$ cat config.mk
export PLATFORM = sky130hd
export DESIGN_NAME = sync_deframer
export DESIGN_NICKNAME = d
export VERILOG_FILES = /design/src/rtl/sync_deframer.sv
export SDC_FILE = /design/constraint.sdc
export NUM_CORES = 1
export LEC_CHECK = 0
export CAP_MARGIN = 40
export CELL_PAD_IN_SITES_DETAIL_PLACEMENT = 1
export CELL_PAD_IN_SITES_GLOBAL_PLACEMENT = 1
export CORE_MARGIN = 4
export CORE_UTILIZATION = 25
export CTS_BUF_LIST = sky130_fd_sc_hd__clkbuf_16
export CTS_CLUSTER_DIAMETER = 80
export DETAILED_ROUTE_END_ITERATION = 10
export GPL_TIMING_DRIVEN = 0
export PLACE_DENSITY_LB_ADDON = 0.2
export SYNTH_ARGS = -nofsm -noshare
export SYNTH_HDL_FRONTEND = slang
export SYNTH_SLANG_ARGS = --single-unit
$ cat constraint.sdc
create_clock -name core_clk -period 3.1 [get_ports core_clk]
set_input_delay 0.465 -clock core_clk [delete_from_list [all_inputs] [get_ports core_clk]]
set_output_delay 0.465 -clock core_clk [all_outputs]
set_load 0.005 [all_outputs]
$ cat src/rtl/sync_deframer.sv
// Receive deframer: hunts for the sync marker, checks frame length and padding,
// and unpacks 32-bit payload words into a big-endian byte stream.
module sync_deframer #(
    parameter logic [31:0] SYNC_MARKER  = 32'h1ACFFC1D,
    parameter int unsigned PAYLOAD_LEN  = 255,
    parameter logic [7:0]  PADDING_BYTE = 8'hAC
) (
    input  logic        core_clk,
    input  logic        rst_n,
    input  logic [31:0] s_axis_input_tdata,
    input  logic        s_axis_input_tvalid,
    input  logic        s_axis_input_tlast,
    output logic        s_axis_input_tready,
    output logic [7:0]  m_axis_output_tdata,
    output logic        m_axis_output_tvalid,
    output logic        m_axis_output_tlast,
    input  logic        m_axis_output_tready,
    output logic        frame_ok,
    output logic        sync_err,
    output logic        len_err,
    output logic        pad_err,
    output logic [15:0] frame_cnt,
    output logic [15:0] err_cnt
);

    localparam int unsigned PADDING_LEN = (4 - ((4 + PAYLOAD_LEN) % 4)) % 4;
    localparam int unsigned FRAME_WORDS = (4 + PAYLOAD_LEN + PADDING_LEN) / 4;
    localparam int unsigned IDX_W       = $clog2(FRAME_WORDS);
    localparam logic [IDX_W-1:0] LAST_IDX = IDX_W'(FRAME_WORDS - 1);
    localparam logic [2:0]       LAST_REM = 3'(4 - PADDING_LEN);

    typedef enum logic {
        HUNT,
        PAYLOAD
    } state_t;

    state_t           state_q;
    logic [IDX_W-1:0] idx_q;
    logic [31:0]      hold_q;
    logic [2:0]       rem_q;
    logic             last_q;
    logic             rdy_en_q;
    logic             frame_ok_q;
    logic             sync_err_q;
    logic             len_err_q;
    logic             pad_err_q;
    logic [15:0]      frame_cnt_q;
    logic [15:0]      err_cnt_q;

    logic accept;
    logic out_fire;
    logic pad_bad;

    // rdy_en_q keeps tready low while reset is asserted even though rem is 0
    assign s_axis_input_tready  = rdy_en_q &&
                                  ((rem_q == 3'd0) || ((rem_q == 3'd1) && m_axis_output_tready));
    assign accept               = s_axis_input_tvalid && s_axis_input_tready;
    assign m_axis_output_tvalid = (rem_q != 3'd0);
    assign m_axis_output_tdata  = hold_q[31:24];
    assign m_axis_output_tlast  = last_q && (rem_q == 3'd1);
    assign out_fire             = m_axis_output_tvalid && m_axis_output_tready;

    assign frame_ok  = frame_ok_q;
    assign sync_err  = sync_err_q;
    assign len_err   = len_err_q;
    assign pad_err   = pad_err_q;
    assign frame_cnt = frame_cnt_q;
    assign err_cnt   = err_cnt_q;

    // Padding occupies the low byte lanes of the final word
    always_comb begin
        pad_bad = 1'b0;
        for (int unsigned i = 0; i < PADDING_LEN; i++) begin
            if (s_axis_input_tdata[8*i +: 8] != PADDING_BYTE) begin
                pad_bad = 1'b1;
            end
        end
    end

    always_ff @(posedge core_clk or negedge rst_n) begin
        if (!rst_n) begin
            state_q     <= HUNT;
            idx_q       <= '0;
            hold_q      <= '0;
            rem_q       <= '0;
            last_q      <= 1'b0;
            rdy_en_q    <= 1'b0;
            frame_ok_q  <= 1'b0;
            sync_err_q  <= 1'b0;
            len_err_q   <= 1'b0;
            pad_err_q   <= 1'b0;
            frame_cnt_q <= '0;
            err_cnt_q   <= '0;
        end else begin
            rdy_en_q   <= 1'b1;
            frame_ok_q <= 1'b0;
            sync_err_q <= 1'b0;
            len_err_q  <= 1'b0;
            pad_err_q  <= 1'b0;

            if (out_fire) begin
                hold_q <= {hold_q[23:0], 8'h00};
                rem_q  <= rem_q - 3'd1;
            end

            // A load only happens once the last held byte is leaving, so it overrides the shift
            if (accept) begin
                unique case (state_q)
                    HUNT: begin
                        if ((s_axis_input_tdata == SYNC_MARKER) && !s_axis_input_tlast) begin
                            state_q <= PAYLOAD;
                            idx_q   <= IDX_W'(1);
                        end else begin
                            sync_err_q <= 1'b1;
                        end
                    end
                    PAYLOAD: begin
                        hold_q <= s_axis_input_tdata;
                        idx_q  <= idx_q + IDX_W'(1);
                        if (idx_q == LAST_IDX) begin
                            rem_q     <= LAST_REM;
                            last_q    <= 1'b1;
                            state_q   <= HUNT;
                            idx_q     <= '0;
                            pad_err_q <= pad_bad;
                            len_err_q <= !s_axis_input_tlast;
                            if (s_axis_input_tlast && !pad_bad) begin
                                frame_ok_q  <= 1'b1;
                                frame_cnt_q <= frame_cnt_q + 16'd1;
                            end else begin
                                err_cnt_q <= err_cnt_q + 16'd1;
                            end
                        end else begin
                            rem_q  <= 3'd4;
                            last_q <= s_axis_input_tlast;
                            if (s_axis_input_tlast) begin
                                len_err_q <= 1'b1;
                                err_cnt_q <= err_cnt_q + 16'd1;
                                state_q   <= HUNT;
                                idx_q     <= '0;
                            end
                        end
                    end
                    default: state_q <= HUNT;
                endcase
            end
        end
    end

endmodule

Yosys cells after proc, flatten, opt, wreduce, memory -nomap -nowiden
Index checks and enable logic that the tools add are counted.

Add/sub/neg operators: 4. Equal/unequal tests: 6. Multiplexer cells: 34. Bitwise operators: 1. Reduce and logical (&&, ||, !) cells: 17.

Operator list (number): 2-to-1 mux 32 bit (3); 2-to-1 mux 16 bit (3); adder 16 x 1 -> 16 bit (second input constant) (2); equality test 32 x 29 -> 1 bit (second input constant) (1); 2-to-1 mux 7 bit (3); 2-to-1 mux 1 bit (19); case mux 7 bit (2 select lines) (1); 2-to-1 mux 3 bit (4); inequality test 8 bit (second input constant) (1); AND reduction 4 bit (2); adder 7 x 1 -> 7 bit (second input constant) (1); equality test 7 bit (second input constant) (1); logical AND 1 bit (7); inequality test 2 bit (second input constant) (2); AND reduction 2 bit (2); equality test 3 x 1 -> 1 bit (second input constant) (1); logical NOT 3 bit (1); nonzero test 3 bit (1); subtractor 3 x 1 -> 3 bit (second input constant) (1); logical NOT 1 bit (2); case mux 1 bit (2 select lines) (1); nonzero test 2 bit (1); logical OR 1 bit (1); inverter 1 bit (1).

Flip-flop bits (word level): 81. Input bits: 37. Output and inout bits: 47. Logic and storage cells: 74.

Logic depth before layout (Yosys ltp)
Depth in word-level cells: 8. Mapped depth: 10. Gate-level depth less buffers: 10.

Worst setup path after synthesis
OpenSTA, ideal clock, no wires.

Path type: reg-to-reg. From: reg idx_q[0]. To: reg err_cnt_q[13] (netlist: err_cnt[13]). Arrival: 2.329 ns. Data required time: 2.977 ns. Slack: 0.648 ns. Cell stages (with the launch flop): 11. Buffers on the path: 0. Period minus slack after synthesis: 2.452 ns. Path through: dfrtp_1 inv_1 ha_1 nand4bb_1 nor3_1 inv_1 ha_1 nand3b_1 nor4_1 nand4_1 xnor2_1.

Cells in the longest elaborated chain, start to end: 3.

RTL lines: start, declared (RTL line 38) `logic [IDX_W-1:0] idx_q;`; start signal, assigned (RTL line 119) `idx_q <= idx_q + IDX_W'(1);`; equality test 7 bit * (RTL line 120) `if (idx_q == LAST_IDX) begin`; inequality test 2 bit (no source line) / nonzero test 2 bit (equally long branches); AND reduction 4 bit (no source line); end signal, assigned (RTL line 131) `err_cnt_q <= err_cnt_q + 16'd1;`; end signal, assigned (RTL line 138) `err_cnt_q <= err_cnt_q + 16'd1;`; end, declared (RTL line 48) `logic [15:0] err_cnt_q;`.

Every way passes the cells marked *; elsewhere a longest branch is shown, timed or not. A chain may end at the register's enable or synchronous reset.

Worst setup path after layout
From: reg idx_q[0]. To: reg err_cnt_q[1] (netlist: err_cnt[1]).

Same word-level chain as after synthesis.

==> run summary <==
Critical Path Source Type: flip-flop
clock sinks: 81
relative slew slack: 46.1%
synth cell count leaders: dfrtp_1, nand2_1, o21ai_0
count of buffers from port buffering: 82
Crit Path Category: reg2reg
CTS Buf Count: 9
Crit path largest cell delay: 470 ps
max-cap violations: 0
Final Hold Fails: 0
area fraction of the dominant cell type after synthesis: 50.3%
Static Leakage: 2.43 nW
residual DRC count: 0
Worst Path Required: 3320 ps
top_reg_cell synth: dfrtp_1
share of cells above drive strength 1: 9.16%
Warnings, synthesis: 0
die area: 18200 um2
CP cell instances: inv_1 > ha_1 > nand4bb_1 > nor3_2 > inv_1 > ha_1 > or3_1 > nor2_1 > mux2_2
Setup-failing EPs final: 0
most frequent cell after synthesis: dfrtp_1
instance count on the critical path: 9
area growth from synthesis to layout: 35.5%
Max Slew Vio Count: 0
Worst-Skew Late Latency: 340 ps
FMAX: 361 MHz
root buffer cell: clkbuf_16
Post-synth EDFFs: 0
Seq cells post-synth: 81
Syn Nets: 435
Hold-fix buffers, CTS: 0
vias in the first global route: 3543
Area contributors post-synth: dfrtp_1, mux2i_1, nand2_1
Crit Path Max Fanout: 6
largest net degree at the start of global routing: 45
GP Congestion: 0.764
GRT overflow: 0
CTS clk-pin slew, worst paths: 60 ps
CORE AREA: 15800 um2
skew final: 8.62 ps
Crit path max-delay family: simple AND/OR/NAND/NOR gates
DRT Pass-1 Iters: 4
CTS tree: built
Design Area, Final: 5460 um2
post-route ant nets: 0
peak supply drop: 254 uV
Initial DRC Count: 91
Post-Syn Area per Cell: 10.3 um2
total power divided by cell area: 464 nW/um2
post-synthesis sequential area ratio: 50.3%
first-pass GRT wire length: 19200 um
H-tree depth: 3
Post-Route WL: 11700 um
crit path DAT: 2990 ps
combined area of the multi-input logic cells: 1840 um2
DR vias: 3256
Total GRT Usage: 13.4%
Worst Tran Pin Value: 802 ps
vias per inst: 4.61
RSZ-0062 raised after global routing: no
fin util: 34.5%
Sum Neg Setup Slack: 0 ps
Die Ht: 135 um
worst min-delay path class: in2async
Async SR Flop Fraction: 100%
fillers: 1785
final net count: 531
Yosys top cell by area: dfrtp_1
Setup Fix Bufs, Post-CTS: 0
status: finished clean
Post-Place Cell Area: 5160 um2
Starting Density: 25.4%
Storage cell area: 2030 um2
Die Wd: 135 um
Netlist Area Pre-Place: 4030 um2
fin crit share: 89.3%
Top-Level Pins: 84
Bufs and invs on worst path: 2
ant diodes: 0
post-synthesis cell type count: 53
crit path max-delay cell type: or3_1
Wirelength per Cell: 16.6 um
Final Critical Period: 2770 ps
Cells after Synth: 390
initial antenna violation count: 2
R2R depth: 9
Hold Worst Slack: 131 ps
hpwl dp: 8630 um
Longest Clk Path Bufs: 2
CP Capture Type: flip-flop
FP Rows: 46
-- sequential cells by signal, indices dropped and copies added (netlist names), 3 cells and up --
| signal | count |
|---|---|
| idx_q | 7 |
| hold_q | 32 |
| rem_q | 3 |
| frame_cnt | 16 |
| err_cnt | 16 |
-- cell usage in the layout (no fill, tap or decap), types with 13 or more instances in the layout --
cell | netlist | layout
dfrtp_1 | 81 | 81
clkdlybuf4s50_1 | 0 | 81
nand2_1 | 57 | 57
o21ai_0 | 32 | 32
mux2i_1 | 24 | 24
nand3_1 | 24 | 24
xnor2_1 | 21 | 21
nor2_1 | 17 | 17
inv_1 | 11 | 13
-- what timing repair did --
item	4_1_cts	5_1_grt
resized for setup	0	2
endpoints found under the hold margin	0	0
endpoints found under the setup margin	0	5
-- metal layers --
layer / track usage (%) / up-vias / routed length (um)
met5: 0 / - / 27
met4: 3.28 / 4 / 165
li1: - / 1546 / -
met2: 21.8 / 70 / 5450
met3: 5.51 / 15 / 773
met1: 16.7 / 1621 / 5310
-- cell families after synthesis --
kind of cell | synth area share (%)
AO/OA/AOI/OAI | 6.84
XOR/XNOR | 6.74
adder cells (fa/ha/maj) | 2.49
buffers and inverters | 4.23
flip-flops | 50.3
multiplexers | 6.53
other | 0.0931
AND/OR/NAND/NOR | 22.7
-- report_power, final --
group          switching, mW  internal (mW)
Combinational          0.200          0.170
Clock                  0.445          0.616
Sequential            0.0225           1.08
-- path summary, 6_finish.rpt --
path	from	to	slack (ps)
max reg2reg	idx_q[0]	err_cnt[1]	330
max in group asynchronous	rst_n	frame_cnt[2]	2310
max	idx_q[0]	err_cnt[1]	330
min in group core_clk	last_q	last_q	470
min	rst_n	hold_q[31]	130
min reg2reg	last_q	last_q	470
-- area by class of cell --
| class | count | area share (%) |
|---|---|---|
| timing repair buffer | 85 | 15.8 |
| clock buffer | 9 | 4.13 |
| clock inverter | 7 | 1.17 |
| inverter | 11 | 0.757 |
| sequential | 81 | 37.1 |
| buffer | 22 | 2.36 |
| multi-input combinational | 276 | 33.7 |
| tap | 216 | 4.95 |
-- worst reg2reg max path, delay by kind of cell (launching register included) --
| kind | cells | cell delay [ps] |
|---|---|---|
| mux | 1 | 370 |
| simple gates | 4 | 1290 |
| buf+inv | 2 | 160 |
| flops | 1 | 430 |
| fa+ha+maj | 2 | 400 |
-- per-stage QoR --
step                      power [mW]  instances  setup slack, ps
after detailed placement        1.49        691             97.5
after global routing            2.66        707              123
after CTS                       2.58        707             84.9
after global placement          1.48        688            -1750
final                           2.53        707              333
after floorplan                 1.32        390              648
(Power assumes the default switching activity.)
